[src/rtl/rvvi_seq_pkg.sv]
// Shared types and helpers for the RVVI retirement sequencer.
package rvvi_seq_pkg;

    // Sequencer FSM: wait for a pending hart, or stream that hart's slots.
    typedef enum logic [0:0] {
        IDLE  = 1'b0,
        DRAIN = 1'b1
    } seq_state_e;

    // $clog2 that never yields zero, so a single hart/slot still gets a 1-bit index.
    function automatic int clog2_min1(input int n);
        return (n <= 1) ? 1 : $clog2(n);
    endfunction

endpackage

[src/rtl/rvvi_rr_arbiter.sv]
// Round-robin arbiter: grants the first requester strictly after ptr, wrapping around.
module rvvi_rr_arbiter import rvvi_seq_pkg::*; #(
    parameter  int NHART = 1,
    localparam int HW    = clog2_min1(NHART)
) (
    input  logic [NHART-1:0] req,
    input  logic [HW-1:0]    ptr,
    output logic [NHART-1:0] gnt,
    output logic [HW-1:0]    gnt_idx
);

    // Walk the ring starting one past ptr; the first requester seen wins.
    always_comb begin
        logic found;
        // NOTE: every output gets a default before the loop so no path leaves it unassigned (no latch).
        gnt     = '0;
        gnt_idx = '0;
        found   = 1'b0;
        for (int i = 1; i <= NHART; i++) begin
            for (int j = 0; j < NHART; j++) begin
                if (!found && (j == (int'(ptr) + i) % NHART) && req[j]) begin
                    found   = 1'b1;
                    gnt[j]  = 1'b1;
                    gnt_idx = HW'(j);
                end
            end
        end
    end

endmodule

[src/rtl/rvvi_retire_sequencer.sv]
// Serialises per-hart RVVI retirement groups into one in-order record stream,
// checking each hart's order counter and tracking sticky halts.
module rvvi_retire_sequencer import rvvi_seq_pkg::*; #(
    parameter  int XLEN  = 32,
    parameter  int ILEN  = 32,
    parameter  int NHART = 1,
    parameter  int NRET  = 1,
    localparam int HW    = clog2_min1(NHART),
    localparam int SW    = clog2_min1(NRET)
) (
    input  logic                                  clk,
    input  logic                                  reset,
    input  logic [NHART-1:0][NRET-1:0]            in_valid,
    input  logic [NHART-1:0][NRET-1:0][XLEN-1:0]  in_order,
    input  logic [NHART-1:0][NRET-1:0][ILEN-1:0]  in_insn,
    input  logic [NHART-1:0][NRET-1:0][XLEN-1:0]  in_pc,
    input  logic [NHART-1:0][NRET-1:0]            in_trap,
    input  logic [NHART-1:0][NRET-1:0]            in_halt,
    output logic [NHART-1:0]                      in_ready,
    output logic                                  out_valid,
    input  logic                                  out_ready,
    output logic [HW-1:0]                         out_hart,
    output logic [SW-1:0]                         out_slot,
    output logic [XLEN-1:0]                       out_order,
    output logic [XLEN-1:0]                       out_pc,
    output logic [ILEN-1:0]                       out_insn,
    output logic                                  out_trap,
    output logic                                  out_halt,
    output logic                                  out_last,
    output logic                                  order_err,
    output logic [HW-1:0]                         err_hart,
    output logic [NHART-1:0]                      halted
);

    seq_state_e state;
    logic [HW-1:0]  cur, ptr;
    logic [NHART-1:0] pending, cap, expv, gnt;
    logic [HW-1:0]  gnt_idx;
    logic           drain, hs;

    // Per-hart registered state, gathered from the generate loop.
    logic [NRET-1:0]            mask_arr  [NHART];
    logic [XLEN-1:0]            exp_arr   [NHART];
    logic [NRET-1:0][XLEN-1:0]  order_arr [NHART];
    logic [NRET-1:0][XLEN-1:0]  pc_arr    [NHART];
    logic [NRET-1:0][ILEN-1:0]  insn_arr  [NHART];
    logic [NRET-1:0]            trap_arr  [NHART];
    logic [NRET-1:0]            halt_arr  [NHART];

    // Group of the hart currently being drained.
    logic [NRET-1:0]            cur_mask, cur_trap, cur_halt, slot_oh;
    logic [NRET-1:0][XLEN-1:0]  cur_order, cur_pc;
    logic [NRET-1:0][ILEN-1:0]  cur_insn;
    logic [XLEN-1:0]            cur_exp, rec_order, rec_pc;
    logic [ILEN-1:0]            rec_insn;
    logic                       cur_expv, rec_trap, rec_halt;
    logic [SW-1:0]              slot, hi_slot;

    assign in_ready = ~pending & ~halted;
    assign drain    = (state == DRAIN);
    assign hs       = out_valid & out_ready;

    rvvi_rr_arbiter #(.NHART(NHART)) u_arb (
        .req     (pending),
        .ptr     (ptr),
        .gnt     (gnt),
        .gnt_idx (gnt_idx)
    );

    for (genvar h = 0; h < NHART; h++) begin : g_hart
        logic                      pend_q, halt_q, expv_q, sel;
        logic [NRET-1:0]           mask_q, trap_q, hflag_q;
        logic [XLEN-1:0]           exp_q;
        logic [NRET-1:0][XLEN-1:0] order_q, pc_q;
        logic [NRET-1:0][ILEN-1:0] insn_q;

        assign cap[h] = in_ready[h] & (|in_valid[h]);
        assign sel    = hs && (cur == HW'(h));

        // Control: occupancy, slot mask, expected order and sticky halt for this hart.
        always_ff @(posedge clk or posedge reset) begin
            if (reset) begin
                pend_q <= 1'b0;
                mask_q <= '0;
                halt_q <= 1'b0;
                expv_q <= 1'b0;
                exp_q  <= '0;
            end else begin
                // NOTE: sequential state uses non-blocking assignments so every flop samples pre-edge values.
                if (cap[h]) begin
                    pend_q <= 1'b1;
                    mask_q <= in_valid[h];
                end else if (sel) begin
                    mask_q <= mask_q & ~slot_oh;
                    if (out_last) pend_q <= 1'b0;
                end
                if (sel) begin
                    exp_q  <= out_order + XLEN'(1);
                    expv_q <= 1'b1;
                    if (out_halt) halt_q <= 1'b1;
                end
            end
        end

        // Payload capture for the whole group.
        // NOTE: payload storage has no reset; mask_q/pend_q decide whether any of it is ever read.
        always_ff @(posedge clk) begin
            if (cap[h]) begin
                order_q <= in_order[h];
                pc_q    <= in_pc[h];
                insn_q  <= in_insn[h];
                trap_q  <= in_trap[h];
                hflag_q <= in_halt[h];
            end
        end

        assign pending[h]   = pend_q;
        assign halted[h]    = halt_q;
        assign expv[h]      = expv_q;
        assign mask_arr[h]  = mask_q;
        assign exp_arr[h]   = exp_q;
        assign order_arr[h] = order_q;
        assign pc_arr[h]    = pc_q;
        assign insn_arr[h]  = insn_q;
        assign trap_arr[h]  = trap_q;
        assign halt_arr[h]  = hflag_q;
    end

    // Select the buffered group and order expectation of the current hart.
    always_comb begin
        cur_mask  = '0;
        cur_order = '0;
        cur_pc    = '0;
        cur_insn  = '0;
        cur_trap  = '0;
        cur_halt  = '0;
        cur_exp   = '0;
        cur_expv  = 1'b0;
        for (int h = 0; h < NHART; h++) begin
            if (cur == HW'(h)) begin
                cur_mask  = mask_arr[h];
                cur_order = order_arr[h];
                cur_pc    = pc_arr[h];
                cur_insn  = insn_arr[h];
                cur_trap  = trap_arr[h];
                cur_halt  = halt_arr[h];
                cur_exp   = exp_arr[h];
                cur_expv  = expv[h];
            end
        end
    end

    // Pick the lowest remaining slot and detect whether it is also the highest.
    always_comb begin
        slot      = '0;
        hi_slot   = '0;
        slot_oh   = '0;
        rec_order = '0;
        rec_pc    = '0;
        rec_insn  = '0;
        rec_trap  = 1'b0;
        rec_halt  = 1'b0;
        for (int i = NRET - 1; i >= 0; i--) begin
            if (cur_mask[i]) begin
                slot       = SW'(i);
                slot_oh    = '0;
                slot_oh[i] = 1'b1;
                rec_order  = cur_order[i];
                rec_pc     = cur_pc[i];
                rec_insn   = cur_insn[i];
                rec_trap   = cur_trap[i];
                rec_halt   = cur_halt[i];
            end
        end
        for (int i = 0; i < NRET; i++) begin
            if (cur_mask[i]) hi_slot = SW'(i);
        end
    end

    assign out_valid = drain;
    assign out_hart  = (drain && NHART > 1) ? cur : '0;
    assign out_slot  = (drain && NRET > 1) ? slot : '0;
    assign out_order = drain ? rec_order : '0;
    assign out_pc    = drain ? rec_pc : '0;
    assign out_insn  = drain ? rec_insn : '0;
    assign out_trap  = drain & rec_trap;
    assign out_halt  = drain & rec_halt;
    assign out_last  = drain & (slot == hi_slot);

    // Sequencer FSM plus the registered order-error pulse.
    always_ff @(posedge clk or posedge reset) begin
        if (reset) begin
            state     <= IDLE;
            cur       <= '0;
            ptr       <= HW'(NHART - 1);
            order_err <= 1'b0;
            err_hart  <= '0;
        end else begin
            order_err <= 1'b0;
            case (state)
                IDLE: begin
                    if (|gnt) begin
                        cur   <= gnt_idx;
                        state <= DRAIN;
                    end
                end
                DRAIN: begin
                    if (hs) begin
                        if (cur_expv && (out_order != cur_exp)) begin
                            order_err <= 1'b1;
                            err_hart  <= cur;
                        end
                        if (out_last) begin
                            ptr   <= cur;
                            state <= IDLE;
                        end
                    end
                end
                default: state <= IDLE;
            endcase
        end
    end

endmodule

[config.mk]
export PLATFORM = sky130hd
export DESIGN_NAME = rvvi_retire_sequencer
export DESIGN_NICKNAME = d
export VERILOG_FILES = /design/src/rtl/rvvi_seq_pkg.sv /design/src/rtl/rvvi_rr_arbiter.sv /design/src/rtl/rvvi_retire_sequencer.sv
export SDC_FILE = /design/constraint.sdc
export NUM_CORES = 1
export LEC_CHECK = 0
export ABC_AREA = 1
export CELL_PAD_IN_SITES_DETAIL_PLACEMENT = 1
export CELL_PAD_IN_SITES_GLOBAL_PLACEMENT = 2
export CORE_MARGIN = 1.5
export CORE_UTILIZATION = 28
export CTS_CLUSTER_DIAMETER = 150
export DETAILED_ROUTE_END_ITERATION = 6
export PLACE_DENSITY = 0.8
export SYNTH_ARGS = -nofsm -noshare
export SYNTH_HDL_FRONTEND = slang
export SYNTH_SLANG_ARGS = --single-unit
[constraint.sdc]
create_clock -name clk -period 3.95 [get_ports clk]
set_input_delay 0.395 -clock clk [delete_from_list [all_inputs] [get_ports clk]]
set_output_delay 0.395 -clock clk [all_outputs]
set_load 0.02 [all_outputs]
Word level (Yosys, flattened, before mapping)
Index checks and enable logic that the tools add are counted.
{"block": "classes", "n_addsub": 1, "eq_ne": 1, "mux": 21, "bitwise": 10, "reduce_logical": 5}
{"operator": "$mux 32", "count": 6}
{"operator": "$add 32x1->32 const B", "count": 1}
{"operator": "$ne 32x32->1", "count": 1}
{"operator": "$mux 1", "count": 14}
{"operator": "$and 1x1->1", "count": 6}
{"operator": "$not 1->1", "count": 4}
{"operator": "$reduce_and 2->1", "count": 2}
{"operator": "$reduce_bool 2->1", "count": 2}
{"operator": "$pmux 1 s2", "count": 1}
{"operator": "$logic_and 1x1->1", "count": 1}
{"block": "word_totals", "ff_bits": 136, "input_bits": 102, "out_inout_bits": 106}

Longest topological paths before layout
{"block": "logic_depth", "ltp_word": 7, "depth_mapped": 14}

By module
A second synthesis with hierarchy kept.
{"block": "hier_totals", "cells_unflattened": 834, "area_unflattened_um2": 7223.2}
{"module": "rvvi_retire_sequencer", "instances": 1, "cells_per_inst": 831, "area_each_um2": 7204.4, "seq_area_each_um2": 3968.8}
{"module": "rvvi_rr_arbiter", "instances": 1, "cells_per_inst": 3, "area_each_um2": 18.8, "seq_area_each_um2": 0.0}

Worst setup path after synthesis
OpenSTA, ideal clock, no wires.
{"block": "synth_timing", "path_kind": "register to register", "from": "register g_hart[0].halt_q, in the netlist halted", "to": "register g_hart[0].hflag_q, enable pin", "setup_time_ns": 0.451, "arrival_time_ns": 2.881, "setup_slack_ns": 0.618, "path_stages_with_launch": 4, "path_buffers": 0, "path_cell_list": "dfrtp_1 -> nor2_1 -> nand2_1 -> inv_1"}
{"block": "synth_via", "elab_chain_cells": 3}
{"element": "start, declared", "line_no": "rvvi_retire_sequencer.sv:71", "text": "logic pend_q, halt_q, expv_q, sel;"}
{"element": "start signal, assigned", "line_no": "rvvi_retire_sequencer.sv:85", "text": "halt_q <= 1'b0;"}
{"element": "start signal, assigned", "line_no": "rvvi_retire_sequencer.sv:100", "text": "if (out_halt) halt_q <= 1'b1;"}
{"element": "$not 1->1", "line_no": "rvvi_retire_sequencer.sv:59", "text": "assign in_ready = ~pending & ~halted;"}
{"element": "$and 1x1->1", "line_no": "rvvi_retire_sequencer.sv:59"}
{"element": "via in_ready", "line_no": "rvvi_retire_sequencer.sv:19", "text": "output logic [NHART-1:0] in_ready,"}
{"element": "$and 1x1->1", "line_no": "rvvi_retire_sequencer.sv:77", "text": "assign cap[h] = in_ready[h] & (|in_valid[h]);"}
{"element": "via cap", "line_no": "rvvi_retire_sequencer.sv:37", "text": "logic [NHART-1:0] pending, cap, expv, gnt;"}
{"element": "end signal, assigned", "line_no": "rvvi_retire_sequencer.sv:113", "text": "hflag_q <= in_halt[h];"}
{"element": "end, declared", "line_no": "rvvi_retire_sequencer.sv:72", "text": "logic [NRET-1:0] mask_q, trap_q, hflag_q;"}
The timed path passes the listed nets, and every way through them passes these cells.
A chain may end at the register's enable or synchronous reset.

Worst setup path after layout
{"block": "layout_timing", "from": "register state, in the netlist out_last", "to": "output out_order[24]"}
{"block": "layout_via", "elab_chain_cells": 1}
{"element": "start, declared", "line_no": "rvvi_retire_sequencer.sv:35", "text": "seq_state_e state;"}
{"element": "start signal, assigned", "line_no": "rvvi_retire_sequencer.sv:193", "text": "state <= IDLE;"}
{"element": "start signal, assigned", "line_no": "rvvi_retire_sequencer.sv:204", "text": "state <= DRAIN;"}
{"element": "start signal, assigned", "line_no": "rvvi_retire_sequencer.sv:215", "text": "state <= IDLE;"}
{"element": "$mux 32", "line_no": "rvvi_retire_sequencer.sv:183", "text": "assign out_order = drain ? rec_order : '0;"}
{"element": "end, declared", "line_no": "rvvi_retire_sequencer.sv:24", "text": "output logic [XLEN-1:0] out_order,"}
No other way between the ends.

==> results.txt <==
Worst-Skew Late Latency: 0.42 ns
Number of buffers added on ports: 204
Share of the synthesized area in the top cell type: 0.4082
H-tree levels: 4
Fraction of registers with async set/reset: 0.2794
Synth Flop Type: edfxtp_1
Setup TNS Final: 0 ns
Router iterations before antenna repair: 4
CP Max Fanout: 55
FF-to-FF path depth: 10
Post-route DRC: 0
Post_cts resized: 0
Initial Util: 0.2855
Crit. End Element: output pin
Cts bufs inserted: 17
Die Ht: 163.5 um
CP Capture Point: out_order[24]
Area Overhead vs Synth: 39.34%
Rel. slew slack: 0.4543
Setup slack, reg-to-reg: 1.52 ns
Rows: 58
Synth Area in XOR/XNOR: 0.006074
Synth Area per Inst: 8.364 um^2
Max_cap viols: 0
Routability cong.: 0.7994
Layout cells sized above 1: 0.07635
Count of final setup violators: 0
Clock transition at the registers of the reported paths: 0.07 ns
Root Driver: clkbuf_16
Total setup buffers inserted after CTS: 0
Minimum clock period after layout: 3.031 ns
Most frequent cell after synthesis: nand2_1
Commonest cells post-synth: 243 x nand2_1, 159 x nor2_1, 146 x inv_1
Reg-to-Reg End: exp_arr[30]$_DFFE_PP0P_
Final Hold Viols: 0
Top achievable clock speed: 0.3299 GHz
Warnings, synthesis: 0
CTS tree: done
Hold Worst Slack: 0.3592 ns
Status: finished clean
Worst R2R Start: out_last$_DFF_PP0_
Largest family of logic cells by synthesized area: simple AND/OR/NAND/NOR gates
Post-synthesis cell type count: 33
Post-Synth Simple-Gate Area: 0.3174
Worst-margin pin slew: 0.8185 ns
Top area cells in the synthesized netlist: edfxtp_1 41%, dfrtp_1 13%, nand2_1 13%
Worst Path Arrival: 2.64 ns
Skew final: 0.01189 ns
Via count: 6166
Mapped Cells: 862
Yosys reg bits: 136
Slew Limit Fails: 0
Clock sink count: 136
Net count reported at finish: 1164
Vias in the first global route: 6581
Final worst-path cycle share: 0.7675
Final wirelength: 23570 um
Worst Hold Class: in -> async
DR vias/cell: 4.392
Leading area contributor after synthesis: edfxtp_1
Iter 0 DRT Violations: 206
Antenna violations before repair: 1
GRT Overall Usage: 0.1840
Top Ports: 208
Max rail drop VDD: 0.2932 mV
Adder-Cell Fraction of Synth Area: 0.001736
# diodes: 0
Die Footprint: 26720 um^2
LEAKAGE: 4.177 nW
Worst Setup SP: out_last$_DFF_PP0_
Bufs on Longest Clock Path: 2
ANT nets after route: 0
Routed length per placed instance: 16.79 um
Worst path required time: 3.56 ns
Number of flops mapped to enable cells by yosys: 98
Gr ovfl total: 0
CP startpoint kind: flip-flop
Pre-CTS setup slack: 1.396 ns
Cell Pwr Density: 583.5 nW/um^2
First-pass GRT wire length: 37070 um
RSZ-0062 raised after global routing: false
# hold bufs at CTS: 0
Post-synthesis cell area: 7209 um^2
HPWL Detailed: 17240 um
Largest net degree at the start of global routing: 88
Final Worst Setup Slack: 0.9185 ns
Synth Area in Compound Gates: 0.02291
Mux contribution to synthesized area: 0
Setup CP Type: reg -> out
Core Footprint: 25250 um^2
Seq/Total Area, Yosys: 0.5401
Fill count: 2975
Die W: 163.5 um
==> layout make-up <==
cell class | count | area [um^2] | area share
clock buffers | 17 | 425.4 | 0.04235
clock inverters | 15 | 132.6 | 0.01320
inverters | 148 | 558.0 | 0.05555
multi-input cells | 548 | 2521 | 0.2510
flip-flops and latches | 136 | 3896 | 0.3878
well taps | 330 | 412.9 | 0.04110
repair buffers | 210 | 2100 | 0.2090
==> state kept, by name (all words and copies together), names as in the netlist <==
name            cells
g_hart.pend_q       1
g_hart.mask_q       1
expv                1
halted              1
exp_arr            32
out_last            1
order_err           1
g_hart.pc_q        32
g_hart.hflag_q      1
g_hart.insn_q      32
g_hart.trap_q       1
g_hart.order_q     32
==> through the flow <==
stage / area, um^2 / power, W / utilization / cells
detailed placement: 9488 / 0.004371 / 0.3757 / 1372
global route: 10050 / 0.006246 / 0.3978 / 1404
global placement: 9488 / 0.004332 / 0.3757 / 1372
floorplan: 7217 / 0.003524 / - / 864
finish: 10050 / 0.005862 / 0.3978 / 1404
CTS: 10050 / 0.005969 / 0.3978 / 1404
==> worst max-delay path, stage by stage (launching register included) <==
cell and delay [ns]:
dfrtp_2 0.42, buf_4 0.59, nand3_1 0.29, inv_1 0.22, clkdlybuf4s50_1 0.64
==> worst min path at each step <==
stage | startpoint | end | cells past startpoint
final | reset | g_hart[0].pend_q$_DFFE_PP0P_ | 2
after global routing | reset | g_hart[0].pend_q$_DFFE_PP0P_ | 2
after CTS | reset | g_hart[0].pend_q$_DFFE_PP0P_ | 2
after detailed placement | expv$_DFFE_PP0P_ | expv$_DFFE_PP0P_ | 1
after global placement | expv$_DFFE_PP0P_ | expv$_DFFE_PP0P_ | 1
after floorplan | expv$_DFFE_PP0P_ | expv$_DFFE_PP0P_ | 1
==> where the power goes <==
| group | switching, W | internal (W) | leakage [nW] |
|---|---|---|---|
| registers | 0.000193 | 0.00187 | 1.38 |
| clock network | 0.000726 | 0.000829 | 0.266 |
| logic | 0.00144 | 0.000799 | 2.53 |
==> cell usage in the layout, fill, tap and decap left out, types with 6 or more instances in the layout <==
cell type	n
nor2_1	159
nor2_2	11
inv_1	145
nand4_1	20
nand2_1	243
clkdlybuf4s50_1	204
clkbuf_16	17
nand4_2	6
nand3_1	46
dfrtp_1	36
o21ai_0	17
edfxtp_1	98
nor2_4	11
==> cell families after synthesis <==
group,count (synthesis)
compound gates,31
other cells,1
flops,136
buf+inv,180
xor+xnor,5
fa+ha+maj,1
simple gates,508
==> metal layers <==
layer,vias up,share of wire,GRT usage
met5,-,0.00072,0
met4,2,0.013,0.05165
met3,18,0.088,0.07517
met2,186,0.47,0.3057
met1,2878,0.43,0.2182
li1,3082,-,-
No activity file was read; power rests on OpenSTA's default activity.
